## src/rtl/driver_cell_retimer.sv

```systemverilog
// ============================================================================
// Module   : driver_cell_retimer
// Brief    : Retimes DAC binary/thermometer control words, regenerates the
//            complement rails, sequences power-up and flags sticky faults.
// Revision : 1.0
// ============================================================================
`default_nettype none

module driver_cell_retimer #(
  parameter int BIN_W      = 7,
  parameter int THERM_W    = 17,
  parameter int PIPE_DEPTH = 2,
  parameter int SETTLE_CYC = 8,
  parameter int BUBBLE_FIX = 0
) (
  input  logic               clk,
  input  logic               rst,
  input  logic               pdb,
  input  logic               supply_ok,
  input  logic [BIN_W-1:0]   datain,
  input  logic [BIN_W-1:0]   datainb,
  input  logic [THERM_W-1:0] datatherm,
  input  logic [THERM_W-1:0] datathermb,
  input  logic               err_clr,
  output logic [BIN_W-1:0]   databinout,
  output logic [BIN_W-1:0]   databinoutb,
  output logic [THERM_W-1:0] datathermout,
  output logic [THERM_W-1:0] datathermoutb,
  output logic               out_en,
  output logic [1:0]         state,
  output logic               comp_err,
  output logic               therm_err,
  output logic               supply_fault
);

  localparam int CNT_W = (SETTLE_CYC > 1) ? $clog2(SETTLE_CYC) : 1;
  localparam int POP_W = $clog2(THERM_W + 1);

  typedef enum logic [1:0] {
    S_OFF    = 2'd0,
    S_SETTLE = 2'd1,
    S_ACTIVE = 2'd2
  } state_t;

  state_t             r_state;
  logic [CNT_W-1:0]   r_cnt;
  logic [BIN_W-1:0]   r_bin_out;
  logic [THERM_W-1:0] r_th_out;
  logic               r_oe;
  logic               r_comp_err;
  logic               r_therm_err;
  logic               r_supply_fault;

  logic               w_good;
  logic               w_active;
  logic [POP_W-1:0]   w_pop;
  logic [THERM_W-1:0] w_th_fix;
  logic [THERM_W-1:0] w_th_s0;
  logic [BIN_W-1:0]   w_bin_tail;
  logic [THERM_W-1:0] w_th_tail;
  logic               w_comp_bad;
  logic               w_therm_bad;

  assign w_good   = pdb & supply_ok;
  assign w_active = (r_state == S_ACTIVE);

  always_ff @(posedge clk) begin
    if (rst) begin
      r_state <= S_OFF;
      r_cnt   <= '0;
    end else begin
      case (r_state)
        S_OFF: begin
          if (w_good) begin
            r_state <= S_SETTLE;
            r_cnt   <= '0;
          end
        end
        S_SETTLE: begin
          if (!w_good) begin
            r_state <= S_OFF;
          end else if (r_cnt == CNT_W'(SETTLE_CYC - 1)) begin
            r_state <= S_ACTIVE;
          end else begin
            r_cnt <= r_cnt + CNT_W'(1);
          end
        end
        S_ACTIVE: begin
          if (!w_good) r_state <= S_OFF;
        end
        default: r_state <= S_OFF;
      endcase
    end
  end

  // Bubble fix rebuilds a clean code holding the same number of ones.
  always_comb begin
    w_pop = '0;
    for (int i = 0; i < THERM_W; i++) w_pop = w_pop + POP_W'(datatherm[i]);
    for (int i = 0; i < THERM_W; i++) w_th_fix[i] = (i < int'(w_pop));
  end

  generate
    if (BUBBLE_FIX != 0) begin : g_bfix
      assign w_th_s0 = w_th_fix;
    end else begin : g_nobfix
      assign w_th_s0 = datatherm;
    end
  endgenerate

  generate
    if (PIPE_DEPTH > 1) begin : g_pipe
      logic [BIN_W-1:0]   r_bin_pipe [1:PIPE_DEPTH-1];
      logic [THERM_W-1:0] r_th_pipe  [1:PIPE_DEPTH-1];
      always_ff @(posedge clk) begin
        if (rst) begin
          for (int i = 1; i < PIPE_DEPTH; i++) begin
            r_bin_pipe[i] <= '0;
            r_th_pipe[i]  <= '0;
          end
        end else begin
          r_bin_pipe[1] <= datain;
          r_th_pipe[1]  <= w_th_s0;
          for (int i = 2; i < PIPE_DEPTH; i++) begin
            r_bin_pipe[i] <= r_bin_pipe[i-1];
            r_th_pipe[i]  <= r_th_pipe[i-1];
          end
        end
      end
      assign w_bin_tail = r_bin_pipe[PIPE_DEPTH-1];
      assign w_th_tail  = r_th_pipe[PIPE_DEPTH-1];
    end else begin : g_nopipe
      assign w_bin_tail = datain;
      assign w_th_tail  = w_th_s0;
    end
  endgenerate

  always_ff @(posedge clk) begin
    if (rst) begin
      r_bin_out <= '0;
      r_th_out  <= '0;
      r_oe      <= 1'b0;
    end else begin
      r_bin_out <= w_active ? w_bin_tail : '0;
      r_th_out  <= w_active ? w_th_tail  : '0;
      r_oe      <= w_active;
    end
  end

  // A legal code plus one has no bit in common with the code itself.
  assign w_therm_bad = ((datatherm & (datatherm + THERM_W'(1))) != '0);
  assign w_comp_bad  = (|(~(datain ^ datainb))) | (|(~(datatherm ^ datathermb)));

  always_ff @(posedge clk) begin
    if (rst) begin
      r_comp_err     <= 1'b0;
      r_therm_err    <= 1'b0;
      r_supply_fault <= 1'b0;
    end else begin
      r_comp_err     <= (w_active & w_comp_bad)  | (r_comp_err     & ~err_clr);
      r_therm_err    <= (w_active & w_therm_bad) | (r_therm_err    & ~err_clr);
      r_supply_fault <= (w_active & ~supply_ok)  | (r_supply_fault & ~err_clr);
    end
  end

  assign databinout    = r_bin_out;
  assign datathermout  = r_th_out;
  assign databinoutb   = r_oe ? ~r_bin_out : '0;
  assign datathermoutb = r_oe ? ~r_th_out  : '0;
  assign out_en        = r_oe;
  assign state         = r_state;
  assign comp_err      = r_comp_err;
  assign therm_err     = r_therm_err;
  assign supply_fault  = r_supply_fault;

endmodule

`default_nettype wire

```

## config.mk

```make
export PLATFORM = sky130hd
export DESIGN_NAME = driver_cell_retimer
export DESIGN_NICKNAME = d
export VERILOG_FILES = /design/src/rtl/driver_cell_retimer.sv
export SDC_FILE = /design/constraint.sdc
export NUM_CORES = 1
export LEC_CHECK = 0
export ABC_AREA = 1
export BUFFER_PORTS_ARGS = -buffer_cell sky130_fd_sc_hd__buf_2
export CAP_MARGIN = 10
export CELL_PAD_IN_SITES_DETAIL_PLACEMENT = 0
export CELL_PAD_IN_SITES_GLOBAL_PLACEMENT = 1
export CORE_AREA = 2 2 85 87
export CTS_BUF_LIST = sky130_fd_sc_hd__clkbuf_8
export DETAILED_ROUTE_END_ITERATION = 10
export DIE_AREA = 0 0 87 89
export PLACE_DENSITY = 0.88
export RECOVER_POWER = 100
export SYNTH_ARGS = -nofsm -noshare
export SYNTH_HDL_FRONTEND = slang
export SYNTH_SLANG_ARGS = --single-unit
```

## constraint.sdc

```tcl
create_clock -name clk -period 2.6 [get_ports clk]
set_input_delay 0.26 -clock clk [delete_from_list [all_inputs] [get_ports clk]]
set_output_delay 0.26 -clock clk [all_outputs]
set_load 0.05 [all_outputs]
```

==> out/qor.csv <==
metric;value;unit
holdCritPathClass;input port to register;
syn_nets;374;
place_congestion;0.796;
p_per_area;634;nW/um^2
drive_above_1_share;16.4;%
via_count;2153;
cap_violations;0;
antenna_found_initial;0;
yosys_warnings;0;
rr_startpoint;r_cnt[0]$_SDFFE_PP0P_;
dp_cells;498;
clkSinkCount;57;
path_class;register to primary output;
drc;0;
grt_max_degree;31;
antenna_left;0;
fin_cells;513;
via_per_inst;4.20;
hpwl;4.48;mm
cp_max_fo;24;
synthCells;319;
multi_input_area;928;um^2
synth_area_leaders;dfxtp_1, nor2_1, inv_1, nand2_1, xor2_1;
required;2.34;ns
slew_headroom;10.0;%
cp.arrival;1.66;ns
period_minus_slack;1.92;ns
die_width;87;um
clock-skew-final;0.00874;ns
io_buffers;106;
grt_pass1_wl;8.98;mm
ios;107;
p_leak;1.53;nW
postCtsHoldBufs;0;
drv_slew;0;
insertion_delay;0.33;ns
tightest_slew;1.35;ns
synthesis.area;2320;um^2
worstHoldStart;datain[6];
timing.final.hold_violations;0;
core_area;6720;um^2
startpoint_type;register;
grt_pass1_vias;1841;
start_util;34.5;%
cts.clk_slew.worst_paths;0.06;ns
grtUsageTotal;15.7;%
peakVddDrop;208;uV
post-cts-setup-buffers;0;
clockRootBuffer;clkbuf_8;
synthToLayoutAreaGrowth;31.6;%
avgSynthCellArea;7.27;um^2
cp-end-kind;primary output;
crit_path_start;out_en$_SDFF_PP0_;
fmax;522;MHz
dr.pass1.iters;4;
fin_crit_sh;73.7;%
synth_cell_types;25;
post_drt_wl_per_cell;11.3;um
setup_viol;0;
status;completed;
drt-initial-drc-count;78;
synth_largest_area_cell;dfxtp_1;
rsz0062_at_grt;false;
synth.top_cell.area_share;49.2;%
nNetsFinal;484;
diodes;0;
clock_path_buffers;2;
seq_area;1140;um^2
cts_tree;built;
finalWirelength;5.81;mm
ctsResizeCount;0;
setup_tns;0;ns
dieArea;7740;um^2
ys_ff_latch;57;
grt_overflow_total;0;
cts_buffers;9;
yosysSeqAreaShare;49.2;%
htreeDepth;3;
die_h;89;um
fillCellCount;740;
row_count;30;
Yosys cell counts:
cell and n:
nand3b_1 1, nand2_1 44, inv_2 2, xor2_1 16
nand3_1 10, o21ai_1 1, a211oi_1 1, dfxtp_1 57
inv_1 54, o21ai_0 5, buf_1 2, clkbuf_1 1
xnor2_1 2, buf_2 4, nand2_2 2, o22ai_1 1
a21oi_1 3, nand4_1 6, o21ai_2 1, nor2_4 2
ha_1 2, nor3_1 1, a22oi_1 1, nor2_2 1
nor2_1 99
where the power goes:
part / total (W) / switching, W / internal [W]
logic: 0.000162 / 0.0000956 / 0.0000660
clock network: 0.000872 / 0.000320 / 0.000552
registers: 0.000902 / 0.00000628 / 0.000895
total: 0.00194 / 0.000422 / 0.00151
placed cells by master, fill, tap and decap left out:
master / Yosys / final
nand2_2: 2 / 2
clkbuf_8: 0 / 10
nand3_1: 10 / 10
buf_2: 4 / 51
xnor2_1: 2 / 2
ha_1: 2 / 2
a22oi_1: 1 / 1
o22ai_1: 1 / 1
nor2_1: 99 / 100
dfxtp_1: 57 / 57
inv_2: 2 / 2
nand2_1: 44 / 44
nor2_4: 2 / 1
o21ai_2: 1 / 1
o21ai_1: 1 / 1
nor2_2: 1 / 1
o21ai_0: 5 / 5
clkbuf_1: 1 / 55
a211oi_1: 1 / 1
a21oi_1: 3 / 3
inv_1: 54 / 56
nor3_1: 1 / 1
bufinv_16: 0 / 2
nand3b_1: 1 / 1
xor2_1: 16 / 16
clkinv_2: 0 / 1
nand4_1: 6 / 6
path summary, 6_finish.rpt:
check	to	slack, ns	cells after the start
min	g_pipe.r_bin_pipe[1][6]$_SDFF_PP0_	0.16	3
max	datathermoutb[9]	0.68	3
min reg2reg	datathermout[3]$_SDFF_PP0_	0.41	2
max reg2reg	r_cnt[0]$_SDFFE_PP0P_	1.05	9
logic make-up after synthesis:
| group | synth area share, % |
|---|---|
| simple gates | 29.3 |
| buf+inv | 10.4 |
| flops | 49.2 |
| xor+xnor | 6.80 |
| compound gates | 3.24 |
| fa+ha+maj | 1.08 |
per-stage QoR:
stage	util (%)	area (um^2)	worst slack, ns	total power [W]	hold slack, ns
after floorplan	-	2320	0.661	0.00100	0.339
final	45.4	3050	0.683	0.00194	0.156
after global routing	45.4	3050	0.498	0.00203	0.137
after detailed placement	43.4	2920	1.10	0.00108	0.397
after global placement	43.4	2920	1.12	0.00108	0.395
after CTS	46.6	3130	0.798	0.00196	0.137
worst max-delay path, stage by stage (launching register included):
cell and delay (ns):
dfxtp_1 0.32, inv_1 0.29, nor2_1 0.20, clkbuf_1 0.50
flip-flops by register name (all words and copies together), names as in the netlist:
name,count
state,2
g_pipe.r_bin_pipe,7
out_en,1
comp_err,1
supply_fault,1
databinout,7
datathermout,17
g_pipe.r_th_pipe,17
r_cnt,3
therm_err,1
per-layer routing:
layer,wire (um),share of wire (%),GRT usage (%)
met3,318,5.5,4.16
met1,2780,48,20.4
met5,0,0,0
met4,89,1.5,7.67
met2,2620,45,24.1
layout make-up:
cell class	instances	area share [%]
clock buffer	10	4.51
clock inverter	5	2.38
inverter	56	6.89
multi-input combinational	199	30.4
sequential	57	37.4
tap	80	3.28
timing repair buffer	106	15.1
(Power assumes the default switching activity.)
